[src/rtl/muldiv_unit.sv]
// Iterative multiply/divide sequencer owning the architectural HI/LO registers.
// Optional build macro: MULDIV_FAST_MUL_EN (MULT/MULTU use the native multiplier and skip CALC).
module muldiv_unit #(
    parameter int WIDTH = 32
) (
    input  logic             clk,
    input  logic             rst_n,
    input  logic             start,
    input  logic [1:0]       op,
    input  logic [WIDTH-1:0] src_a,
    input  logic [WIDTH-1:0] src_b,
    input  logic             flush,
    input  logic             hi_we,
    input  logic             lo_we,
    input  logic [WIDTH-1:0] wdata,
    output logic             busy,
    output logic             done,
    output logic [WIDTH-1:0] hi,
    output logic [WIDTH-1:0] lo
);
    localparam int CNT_W = $clog2(WIDTH) + 1;
    localparam logic [CNT_W-1:0] LAST_STEP = CNT_W'(WIDTH - 1);

    typedef enum logic [1:0] {
        IDLE = 2'd0,
        CALC = 2'd1,
        FIX  = 2'd2
    } state_t;

    state_t           state_q;
    logic [CNT_W-1:0] cnt_q;
    logic [WIDTH-1:0] acc_q;
    logic [WIDTH-1:0] sh_q;
    logic [WIDTH-1:0] opb_q;
    logic [WIDTH-1:0] hi_q;
    logic [WIDTH-1:0] lo_q;
    logic             is_div_q;
    logic             neg_res_q;
    logic             neg_rem_q;
    logic             div0_q;
    logic             done_q;

    function automatic logic [WIDTH-1:0] negate(input logic [WIDTH-1:0] v);
        return (~v) + WIDTH'(1);
    endfunction

    function automatic logic [WIDTH-1:0] apply_sign(input logic [WIDTH-1:0] v, input logic is_neg);
        return is_neg ? negate(v) : v;
    endfunction

    function automatic logic [2*WIDTH-1:0] apply_sign_wide(input logic [2*WIDTH-1:0] v,
                                                           input logic is_neg);
        return is_neg ? ((~v) + (2*WIDTH)'(1)) : v;
    endfunction

    logic op_signed;
    logic a_neg;
    logic b_neg;

    assign op_signed = ~op[0];
    assign a_neg     = op_signed & src_a[WIDTH-1];
    assign b_neg     = op_signed & src_b[WIDTH-1];

    // One iteration: multiply shifts the product right through {acc,sh}; divide shifts the
    // dividend out of sh into acc and shifts quotient bits into sh.
    logic [WIDTH-1:0] mul_addend_d;
    logic [WIDTH:0]   mul_sum_d;
    logic [WIDTH:0]   div_shift_d;
    logic [WIDTH-1:0] div_sub_d;
    logic             div_geq_d;
    logic [WIDTH-1:0] step_acc_d;
    logic [WIDTH-1:0] step_sh_d;

    always_comb begin
        mul_addend_d = sh_q[0] ? opb_q : {WIDTH{1'b0}};
        mul_sum_d    = {1'b0, acc_q} + {1'b0, mul_addend_d};
        div_shift_d  = {acc_q, sh_q[WIDTH-1]};
        div_sub_d    = div_shift_d[WIDTH-1:0] - opb_q;
        div_geq_d    = (div_shift_d >= {1'b0, opb_q});
        if (is_div_q) begin
            step_acc_d = div_geq_d ? div_sub_d : div_shift_d[WIDTH-1:0];
            step_sh_d  = {sh_q[WIDTH-2:0], div_geq_d};
        end else begin
            step_acc_d = mul_sum_d[WIDTH:1];
            step_sh_d  = {mul_sum_d[0], sh_q[WIDTH-1:1]};
        end
    end

    logic [2*WIDTH-1:0] prod_mag_d;
    logic [2*WIDTH-1:0] prod_d;
    logic [WIDTH-1:0]   res_hi_d;
    logic [WIDTH-1:0]   res_lo_d;

    always_comb begin
`ifdef MULDIV_FAST_MUL_EN
        prod_mag_d = {{WIDTH{1'b0}}, sh_q} * {{WIDTH{1'b0}}, opb_q};
`else
        prod_mag_d = {acc_q, sh_q};
`endif
        prod_d = apply_sign_wide(prod_mag_d, neg_res_q);
        if (!is_div_q) begin
            res_hi_d = prod_d[2*WIDTH-1:WIDTH];
            res_lo_d = prod_d[WIDTH-1:0];
        end else if (div0_q) begin
            // A zero divisor leaves the dividend magnitude in acc; re-signing it restores src_a.
            res_hi_d = apply_sign(acc_q, neg_rem_q);
            res_lo_d = {WIDTH{1'b1}};
        end else begin
            res_hi_d = apply_sign(acc_q, neg_rem_q);
            res_lo_d = apply_sign(sh_q, neg_res_q);
        end
    end

    always_ff @(posedge clk or negedge rst_n) begin
        if (!rst_n) begin
            state_q   <= IDLE;
            cnt_q     <= '0;
            acc_q     <= '0;
            sh_q      <= '0;
            opb_q     <= '0;
            hi_q      <= '0;
            lo_q      <= '0;
            is_div_q  <= 1'b0;
            neg_res_q <= 1'b0;
            neg_rem_q <= 1'b0;
            div0_q    <= 1'b0;
            done_q    <= 1'b0;
        end else begin
            done_q <= 1'b0;
            if (hi_we) hi_q <= wdata;
            if (lo_we) lo_q <= wdata;
            case (state_q)
                IDLE: begin
                    if (start && !flush) begin
                        acc_q     <= '0;
                        sh_q      <= apply_sign(src_a, a_neg);
                        opb_q     <= apply_sign(src_b, b_neg);
                        is_div_q  <= op[1];
                        neg_res_q <= a_neg ^ b_neg;
                        neg_rem_q <= a_neg;
                        div0_q    <= op[1] && (src_b == '0);
                        cnt_q     <= '0;
`ifdef MULDIV_FAST_MUL_EN
                        state_q   <= op[1] ? CALC : FIX;
`else
                        state_q   <= CALC;
`endif
                    end
                end
                CALC: begin
                    if (flush) begin
                        state_q <= IDLE;
                    end else begin
                        acc_q <= step_acc_d;
                        sh_q  <= step_sh_d;
                        cnt_q <= cnt_q + CNT_W'(1);
                        if (cnt_q == LAST_STEP) state_q <= FIX;
                    end
                end
                FIX: begin
                    state_q <= IDLE;
                    if (!flush) begin
                        hi_q   <= res_hi_d;
                        lo_q   <= res_lo_d;
                        done_q <= 1'b1;
                    end
                end
                default: state_q <= IDLE;
            endcase
        end
    end

    assign busy = (state_q != IDLE);
    assign done = done_q;
    assign hi   = hi_q;
    assign lo   = lo_q;

endmodule

[config.mk]
export PLATFORM = sky130hd
export DESIGN_NAME = muldiv_unit
export DESIGN_NICKNAME = d
export VERILOG_FILES = /design/src/rtl/muldiv_unit.sv
export SDC_FILE = /design/constraint.sdc
export NUM_CORES = 1
export LEC_CHECK = 0
export CORE_UTILIZATION = 34
export DETAILED_ROUTE_END_ITERATION = 12
export PLACE_DENSITY_LB_ADDON = 0.05
export SLEW_MARGIN = 20
export SYNTH_ARGS = -nofsm -noshare
export SYNTH_HDL_FRONTEND = slang
export SYNTH_SLANG_ARGS = --single-unit
[constraint.sdc]
create_clock -name clk -period 9.2 [get_ports clk]
set_clock_uncertainty 0.2 [all_clocks]
set_input_delay 2.76 -clock clk [delete_from_list [all_inputs] [get_ports clk]]
set_output_delay 2.76 -clock clk [all_outputs]
set_load 0.05 [all_outputs]
After elaboration in Yosys (flattened, before gate mapping). Cells that the tools add are included.

Add/sub/neg operators: 8. $lt $le $gt $ge: 1. Equal/unequal tests: 6. Muxes and demuxes: 33. Bitwise gates (word level): 9. Reductions and logical operators: 10.

Operators with widths (number): two-way mux 32 bit (21); adder 32 x 1 -> 32 bit, second input constant (4); inverter 32 bit (4); case mux 32 bit (2 select lines) (2); adder 64 x 1 -> 64 bit, second input constant (1); two-way mux 64 bit (1); inverter 64 bit (1); adder 32 x 32 -> 33 bit (1); greater-or-equal comparator 33 x 32 -> 1 bit (1); logical NOT 32 bit (1); subtractor 32 bit (1); two-way mux 6 bit (2); case mux 6 bit (2 select lines) (1); adder 6 x 1 -> 6 bit, second input constant (1); == test 6 x 5 -> 1 bit, second input constant (1); two-way mux 2 bit (3); != test 2 bit, second input constant (2); case mux 2 bit (2 select lines) (1); AND reduction 2 bit (2); nonzero test 2 bit (2); != test 3 bit, second input constant (1); AND reduction 3 bit (1); AND 1 bit (2); == test 2 x 1 -> 1 bit, second input constant (1); other kinds (7) (9).

Bits in registers: 173. Input bits: 104. Output and inout bits: 66. Logic and storage cells: 79.

Depth between registers and ports, before layout. Gate-level depths: netlist of run 1.

Depth in word-level cells: 7. Gate-level depth with buffers: 14. Gate-level depth less buffers: 13.

Least setup slack after synthesis of run 1. No wires, ideal clock.

Path type: input-to-reg. From: input src_b[6]. To: register opb_q[29]. Arrival: 4.546 ns. Data required time: 8.867 ns. Setup slack: 4.321 ns. Stages on the path: 9. Buffers on the path: 0. Cells stage by stage: nor4_1 and3_1 nand2_1 nor4_1 and2_1 nand2_1 o21ai_0 xor2_1 o21ai_0.

Longest elaborated chain between the ends: 3.

RTL lines: start, declared (RTL line 11) `input logic [WIDTH-1:0] src_b,`; inverter 32 bit (RTL line 44) `return (~v) + WIDTH'(1);`; adder 32 x 1 -> 32 bit (RTL line 44); two-way mux 32 bit (RTL line 48) `return is_neg ? negate(v) : v;`; end signal, assigned (RTL line 137) `opb_q <= apply_sign(src_b, b_neg);`; end, declared (RTL line 34) `logic [WIDTH-1:0] opb_q;`.

No other way between the ends. A chain may end at the register's enable or synchronous reset.

Worst setup path in the final report of run 1.
From: input src_b[1]. To: register opb_q[29].

Same word-level chain as after synthesis.

==> flow_summary.json, run 1 <==
{
  "ys_seq_elements": 173,
  "port_buffers": 169,
  "yosysWarnings": 0,
  "start_kind": "input pin",
  "clk_path_buf_depth": 2,
  "cp_slowest_cell": "nor3_1",
  "cts_buffers": 17,
  "die-height_um": 210,
  "path_class": "input pin to register",
  "syn_area_per_cell_um2": 7.92,
  "cts_sinks": 173,
  "synth_enable_flop_cells": 0,
  "tns_ps": 0,
  "gp_congestion": 0.915,
  "core-area_um2": 42400,
  "die_area_um2": 44300,
  "ant_nets": 0,
  "cp_data_required_time_ps": 9310,
  "worstPathCellList": "clkdlybuf4s50_1 -> nor3_1 -> and3_1 -> nand2_1 -> nor4_1 -> and2_1 -> nand2_1 -> o21ai_0 -> xor2_1 -> o21ai_0",
  "vias": 14083,
  "grt_max_degree": 121,
  "routed_via_density": 5.53,
  "synth_fp_nets": 2041,
  "drive_gt1_share_pct": 4.12,
  "critPathTopFamily": "simple AND/OR/NAND/NOR gates",
  "finalSetupViolations": 0,
  "status": "complete, no violations",
  "wl_per_cell_um": 21.3,
  "min_period_ps": 5300,
  "grt_pass1_wl_mm": 81.9,
  "grt_antenna_before_repair": 1,
  "slew_headroom_pct": 26.8,
  "ir_drop_mv": 0.118,
  "dpl.hpwl_mm": 41.2,
  "p_leak_nw": 7.46,
  "io_pins": 170,
  "num_antenna_cells": 0,
  "yosysSeqAreaShare_pct": 29.3,
  "cts_tree": "yes",
  "crit_arrival_ps": 5410,
  "post_cts_buffers": 0,
  "slew_violations": 0,
  "wirelength_mm": 54.3,
  "hold_path_class": "register to register",
  "hold_viol": 0,
  "root_buffer": "clkbuf_16",
  "floorplan.initialDensity_pct": 34.8,
  "hold-worst-slack_ps": 275,
  "route.detailed.drc": 0,
  "max_clock_freq_mhz": 189,
  "drtPass1Iterations": 5,
  "synth.top_cell.area_share_pct": 29.3,
  "synth_flop_cell": "dfrtp_1",
  "path_buf_inv": 1,
  "die_x_um": 210,
  "rows": 75,
  "power.density_nw_per_um2": 276,
  "setup.worst_path.end_class": "register",
  "postCtsHoldBufs": 0,
  "synthCells": 1866,
  "synth_area_leaders": "dfrtp_1 29%, mux2i_1 7.0%, o21ai_0 6.9%",
  "groute.usage.overall_pct": 24.4,
  "grt_overflow": 0,
  "synth_cell_types": 75,
  "min_period_over_period_pct": 57.6,
  "cp_max_fo": 5,
  "slowest_delay_ps": 560,
  "drt_iter0_markers": 1103,
  "nets": 2130,
  "grt_pass1_vias": 13361,
  "tightestPinTransition_ps": 1080,
  "rsz0062_at_grt": "false",
  "syn2layout_area_growth_pct": 18.4,
  "htreeDepth": 4,
  "cap_violations": 0,
  "placed_area_um2": 16900,
  "synth_top_area_cell": "dfrtp_1",
  "path_clk_slew_ps": 70,
  "synthArstFlopShare_pct": 100,
  "insertion_delay_ps": 460,
  "fin_area_um2": 17500,
  "syn_area_um2": 14800,
  "cts-resized-gates": 0
}
-- cell type report --
class	instances	area, µm²
clock buffer	21	460
fill	4430	24900
inverter	72	270
timing repair buffer	183	1820
multi-input combinational	1508	9780
clock inverter	11	110
tap	577	722
sequential	173	4330
-- worst paths after layout --
| path | cells after the start | slack [ps] | endpoint | startpoint |
|---|---|---|---|---|
| max | 10 | 3900 | opb_q[29] | src_b[1] |
| min | 2 | 280 | opb_q[14] | opb_q[14] |
| max reg2reg | 14 | 3960 | acc_q[30] | sh_q[0] |
| min reg2reg | 2 | 280 | opb_q[14] | opb_q[14] |
| max in group asynchronous | 2 | 5540 | is_div_q | rst_n |
| min in group asynchronous | 1 | 2070 | hi[22] | rst_n |
-- worst register-to-register path, cell delays in order (launching register included) --
cell	delay (ps)
dfrtp_1	420
inv_1	330
buf_4	410
nor2_1	140
ha_1	360
o21ai_0	100
nor2_1	240
o31ai_1	110
buf_4	170
nor4_1	790
nor2_1	220
o311ai_0	990
a311oi_1	270
xor2_1	210
o221ai_1	180
-- per-layer routing --
layer	track usage (%)	wire length (µm)
met5	0	0
met4	5.92	813
met3	3.83	2700
met2	37.2	23800
met1	35.7	26900
-- synthesized netlist by cell type, types with 17 or more instances --
cell type and n:
a211oi_1 22, a21o_1 29, a21oi_1 133, a22oi_1 42
clkbuf_1 99, dfrtp_1 173, ha_1 69, inv_1 70
mux2i_1 104, nand2_1 236, nand2b_1 17, nand3_1 28
nand4_1 19, nor2_1 136, nor2b_1 25, nor3_1 30
nor4_1 22, o21ai_0 203, o31ai_1 18, or3_1 18
xnor2_1 89, xor2_1 87
-- logic make-up after synthesis --
kind of cell | synth area share [%]
AND/OR/NAND/NOR | 18.4
buffers and inverters | 4.73
flip-flops | 29.3
multiplexers | 7.12
adder cells (fa/ha/maj) | 6.12
AO/OA/AOI/OAI | 23.9
XOR/XNOR | 10.4
-- report_power, final --
part           total (mW)  internal, mW  switching [mW]
logic                2.83          1.10            1.74
registers            1.26         0.918           0.341
clock network       0.738         0.391           0.347
-- flip-flops by register name (all words and copies together) (netlist names) --
name,flops
done,1
opb_q,32
cnt_q,6
state_q,2
acc_q,32
sh_q,32
neg_res_q,1
hi,32
div0_q,1
neg_rem_q,1
lo,32
is_div_q,1
-- through the flow --
step	util, %	cells	setup slack, ps	total power [mW]
2_1_floorplan	-	1866	4320	3.18
3_3_place_gp	39.8	2512	3460	4.06
3_5_place_dp	39.8	2512	3400	4.06
4_1_cts	41.2	2544	3890	4.82
5_1_grt	41.2	2545	3660	5.18
6_report	41.2	2545	3900	4.83
-- cell usage in the layout (no fill, tap or decap), types with 18 or more instances in the layout --
| master | count |
|---|---|
| nor2_1 | 134 |
| ha_1 | 69 |
| a22oi_1 | 42 |
| nand2_1 | 236 |
| inv_1 | 70 |
| a211oi_1 | 22 |
| clkdlybuf4s50_1 | 166 |
| nand4_1 | 19 |
| nand3_1 | 28 |
| nor4_1 | 22 |
| xor2_1 | 87 |
| dfrtp_1 | 172 |
| or3_1 | 18 |
| nor2b_1 | 23 |
| o31ai_1 | 18 |
| o21ai_0 | 203 |
| nor3_1 | 30 |
| mux2i_1 | 104 |
| a21oi_1 | 132 |
| a21o_1 | 29 |
| xnor2_1 | 89 |
Power figures use the tool's default switching activity.
==> inputs of run 2 (changes only) <==
==> constraint.sdc (replaced) <==
create_clock -name clk -period 5.1 [get_ports clk]
set_clock_uncertainty 0.2 [all_clocks]
set_input_delay 1.53 -clock clk [delete_from_list [all_inputs] [get_ports clk]]
set_output_delay 1.53 -clock clk [all_outputs]
set_load 0.05 [all_outputs]
==> run 2 against run 1 <==
Utilization increased by 0.45 points. Total power increased by 84%. Worst setup slack got worse by 3000 ps. Sequential cell count unchanged.
==> flow_summary.json, run 2 (same netlist as run 1, synthesis figures left out) <==
{
  "status": "complete, no violations",
  "vias": 14251,
  "core-area_um2": 42400,
  "port_buffers": 169,
  "swShare_pct": 50.0,
  "wl_per_cell_um": 21.3,
  "max_clock_freq_mhz": 236,
  "p_comb_share_pct": 60.8,
  "fin_area_um2": 17700,
  "cp_slowest_cell": "nor4_1",
  "setup.worst_path.end_class": "register",
  "slowest_delay_ps": 720,
  "fillers": 4409,
  "finalSetupViolations": 0,
  "clock_power_share_pct": 15.4,
  "cts_tree": "yes",
  "hold_depth": 2,
  "root_buffer": "clkbuf_16",
  "groute.usage.overall_pct": 25.0,
  "placed_area_um2": 17100,
  "cp_data_required_time_ps": 5240,
  "reg2reg_depth": 11,
  "gp_congestion": 0.947,
  "rows": 75,
  "p_switching_mw": 4.45,
  "final_cells": 2571,
  "route.detailed.drc": 0,
  "grt_pass1_wl_mm": 83.9,
  "hold_viol": 0,
  "crit_arrival_ps": 4370,
  "floorplan.initialDensity_pct": 34.8,
  "slew_headroom_pct": 26.6,
  "routed_via_density": 5.54,
  "min_period_over_period_pct": 83.1,
  "drive_gt1_share_pct": 5.42,
  "crit_path_start": "sh_q[0]",
  "rr_endpoint": "acc_q[28]",
  "grt_max_degree": 75,
  "path_clk_slew_ps": 70,
  "min_period_ps": 4240,
  "ant_nets": 0,
  "r2r-start": "sh_q[0]",
  "die_area_um2": 44300,
  "final_cell_mix": "236 x nand2_1, 203 x o21ai_0, 172 x dfrtp_1, 166 x clkdlybuf4s50_1, 134 x nor2_1",
  "r2r_slack_ps": 860,
  "ir_drop_mv": 0.222,
  "path_buf_inv": 1,
  "p_int_mw": 4.45,
  "drtPass1Iterations": 5,
  "grt_overflow": 0,
  "tns_ps": 0,
  "die_x_um": 210,
  "post_cts_buffers": 0,
  "io_pins": 170,
  "seq_power_share_pct": 23.8,
  "path_class": "register to register",
  "hold_path_class": "register to register",
  "insertion_delay_ps": 470,
  "grt_antenna_before_repair": 0,
  "power.density_nw_per_um2": 503,
  "cts-resized-gates": 0,
  "slew_violations": 0,
  "cp_max_fo": 15,
  "num_antenna_cells": 0,
  "wirelength_mm": 54.7,
  "grt_pass1_vias": 13785,
  "die-height_um": 210,
  "p_leak_nw": 7.60,
  "hold_path_end": "opb_q[22]",
  "cts_sinks": 173,
  "critPathTopFamily": "simple AND/OR/NAND/NOR gates",
  "cap_violations": 0,
  "rsz0062_at_grt": "false",
  "cts_buffers": 17,
  "start_kind": "register",
  "final_common_cell": "nand2_1",
  "syn2layout_area_growth_pct": 19.7,
  "nets": 2158,
  "drt_iter0_markers": 1223,
  "tightestPinTransition_ps": 1100,
  "post-place-cells": 2541,
  "htreeDepth": 4,
  "worstHoldStart": "opb_q[22]",
  "clk_path_buf_depth": 2,
  "dpl.hpwl_mm": 42.3,
  "postCtsHoldBufs": 0,
  "worstPathCellList": "inv_1 -> nor2_1 -> ha_1 -> nand3_1 -> or2_2 -> nor4_1 -> o211ai_1 -> a211oi_1 -> o21ai_0 -> a21oi_1 -> o31ai_1"
}
## run 2: power groups by stage
| stage | sequential (mW) | clock (mW) | combinational [mW] |
|---|---|---|---|
| after detailed placement | 2.14 | 0 | 5.33 |
| after global routing | 2.17 | 1.46 | 5.91 |
| final | 2.12 | 1.37 | 5.41 |
| after floorplan | 2.13 | 0 | 3.61 |
| after global placement | 2.13 | 0 | 5.33 |
| after CTS | 2.12 | 1.41 | 5.35 |
## run 2: layout make-up
type	instances	area (µm²)	area share, %
multi-input cells	1508	9770	55.3
flip-flops and latches	173	4330	24.5
repair buffers	211	2010	11.4
well taps	577	722	4.08
clock buffers	18	439	2.48
inverters	72	270	1.53
clock inverters	12	136	0.771
## run 2: stage by stage
step	total power, mW	hold slack (ps)	utilization (%)	setup slack [ps]
6_report	8.90	280	41.7	862
5_1_grt	9.53	299	41.7	616
3_3_place_gp	7.46	261	40.3	603
3_5_place_dp	7.47	273	40.3	613
2_1_floorplan	5.74	250	-	1450
4_1_cts	8.88	288	41.7	857
## run 2: how the worst max path moves through the flow
stage / cells after the start / to / slack, ps
after floorplan: 9 / opb_q[29] / 1450
after global placement: 10 / opb_q[29] / 600
after detailed placement: 10 / opb_q[29] / 610
after CTS: 11 / acc_q[28] / 860
after global routing: 11 / acc_q[28] / 620
final: 11 / acc_q[28] / 860
## run 2: layer usage
layer | routed length, µm | vias to the layer above | global-route usage (%)
met2 | 23700 | 468 | 37.4
met4 | 1160 | 0 | 7.05
met3 | 3080 | 58 | 4.04
met1 | 26800 | 6790 | 36.8
met5 | 0 | - | 0
li1 | - | 6935 | -
## run 2: worst reg2reg max path, cell delays in order (launching register included)
cell and delay (ps):
dfrtp_1 420, inv_1 510, nor2_1 130, ha_1 420, nand3_1 170, or2_2 310
nor4_1 720, o211ai_1 230, a211oi_1 430, o21ai_0 150, a21oi_1 300, o31ai_1 130
==> inputs of run 3 (changes only) <==
==> constraint.sdc (replaced) <==
create_clock -name clk -period 3.8 [get_ports clk]
set_clock_uncertainty 0.2 [all_clocks]
set_input_delay 1.14 -clock clk [delete_from_list [all_inputs] [get_ports clk]]
set_output_delay 1.14 -clock clk [all_outputs]
set_load 0.05 [all_outputs]
==> run 3 against run 2 <==
Worst setup slack worse by 680 ps. Global-route usage hardly changed. Critical path depth is 1 lower. Die area stayed put. Fmax is 17% higher. Clock-buffer cell count is 4 higher. Combinational power is 43% higher. Hold slack better by 1.2 ps. Non-clock buffer count is 82 higher.
==> flow_summary.json, run 3 (same netlist as run 1, synthesis figures left out) <==
{
  "rsz0062_at_grt": "false",
  "grt_pass1_wl_mm": 84.3,
  "die_area_um2": 44300,
  "met1_usage_pct": 37.0,
  "grt_antenna_before_repair": 1,
  "crit_arrival_ps": 3740,
  "die_x_um": 210,
  "slew_violations": 0,
  "groute.usage.overall_pct": 25.0,
  "gp_congestion": 0.929,
  "finalSetupViolations": 0,
  "post-place-cells": 2623,
  "port_buffers": 169,
  "grt_busiest_layer": "met2",
  "wirelength_mm": 55.3,
  "grt_overflow": 0,
  "drtPass1Iterations": 5,
  "clock_power_share_pct": 14.8,
  "tightestPinTransition_ps": 814,
  "swShare_pct": 48.9,
  "path_class": "register to register",
  "cts_tree": "yes",
  "wl_per_cell_um": 20.8,
  "setup.worst_path.end_class": "register",
  "vias": 14485,
  "dpl.hpwl_mm": 43.6,
  "start_kind": "register",
  "slew_headroom_pct": 45.7,
  "root_buffer": "clkbuf_16",
  "cts_buffers": 17,
  "slowest_delay_ps": 660,
  "htreeDepth": 4,
  "min_period_over_period_pct": 95.3,
  "final_cell_mix": "236 x nand2_1, 202 x o21ai_0, 172 x dfrtp_1, 166 x clkdlybuf4s50_1, 135 x nor2_1",
  "cap_violations": 0,
  "syn2layout_area_growth_pct": 24.4,
  "floorplan.initialDensity_pct": 34.8,
  "drt_iter0_markers": 1119,
  "path_clk_slew_ps": 70,
  "cts-resized-gates": 0,
  "worstPathCellList": "or4_4 -> or4_4 -> nor4_4 -> buf_4 -> nand2_1 -> nand2_1 -> and3_1 -> xnor2_1 -> a211oi_1 -> a21oi_1",
  "cp_data_required_time_ps": 3920,
  "drive_gt1_share_pct": 9.34,
  "p_int_mw": 6.27,
  "cp_slowest_cell": "a211oi_1",
  "clk_path_buf_depth": 2,
  "grt_pass1_vias": 13996,
  "post_cts_buffers": 0,
  "hold-worst-slack_ps": 281,
  "insertion_delay_ps": 470,
  "ant_nets": 0,
  "p_switching_mw": 6.01,
  "grtUsageMet3_pct": 4.31,
  "io_pins": 170,
  "ir_drop_mv": 0.275,
  "critPathTopFamily": "simple AND/OR/NAND/NOR gates",
  "die-height_um": 210,
  "nets": 2240,
  "final_common_cell": "nand2_1",
  "tns_ps": 0,
  "core-area_um2": 42400,
  "hold_path_class": "register to register",
  "path_buf_inv": 1,
  "p_comb_share_pct": 62.9,
  "finalPower_mw": 12.3,
  "routed_via_density": 5.46,
  "grtUsageMet2_pct": 37.6,
  "route.detailed.drc": 0,
  "postCtsHoldBufs": 0,
  "hold_viol": 0,
  "cts_sinks": 173,
  "rows": 75,
  "status": "complete, no violations",
  "num_antenna_cells": 0,
  "final_cells": 2655,
  "power.density_nw_per_um2": 668,
  "p_leak_nw": 8.03,
  "max_clock_freq_mhz": 276,
  "min_period_ps": 3620,
  "cp_max_fo": 6,
  "grt_max_degree": 66,
  "seq_power_share_pct": 22.2
}
run 3: changes by cell type in the layout (fill, tap and decap cells not counted), sizes merged:
cell	before	now
buf	45	127
clkbuf	18	22
bufinv	2	1
clkinvlp	2	1
run 3: through the flow:
step / util [%] / area [µm²] / setup slack [ps]
6_report: 43.3 / 18400 / 179
5_1_grt: 43.3 / 18400 / 4.33
3_3_place_gp: 41.9 / 17800 / 106
2_1_floorplan: - / 14800 / 317
4_1_cts: 43.3 / 18400 / 170
3_5_place_dp: 41.9 / 17800 / 79.9
run 3: worst paths after layout:
check                          start         to  slack [ps]  cells past startpoint
max                          sh_q[5]      hi[1]         180                     10
min                        opb_q[30]  opb_q[30]         280                      2
max reg2reg                  sh_q[5]      hi[1]         180                     10
min reg2reg                opb_q[30]  opb_q[30]         280                      2
max in group asynchronous      rst_n  opb_q[14]        2200                      2
min in group asynchronous      rst_n     hi[19]         420                      1
run 3: per-layer routing:
metal	share of wire, %	up-vias
met5	0	-
met4	1.4	0
met3	5.2	50
met2	43	402
met1	50	6949
li1	-	7084
run 3: final cells by class:
class / instances / area [µm²]
flip-flops and latches: 173 / 4330
inverters: 72 / 270
fillers: 4420 / 24000
clock buffers: 22 / 484
clock inverters: 10 / 100
multi-input cells: 1508 / 9790
well taps: 577 / 722
repair buffers: 293 / 2680
run 3: worst register-to-register path, cell delays in order (launching register included):
cell and delay [ps]:
dfrtp_1 450, or4_4 570, or4_4 550, nor4_4 300, buf_4 200, nand2_1 60
nand2_1 140, and3_1 200, xnor2_1 60, a211oi_1 660, a21oi_1 80
run 3: power by group through the flow:
| stage | registers (mW) | logic (mW) | clock network, mW |
|---|---|---|---|
| after detailed placement | 2.76 | 7.61 | 0 |
| after CTS | 2.73 | 7.66 | 1.86 |
| after floorplan | 2.86 | 4.85 | 0 |
| final | 2.73 | 7.73 | 1.82 |
| after global placement | 2.75 | 7.62 | 0 |
| after global routing | 2.79 | 8.43 | 1.93 |
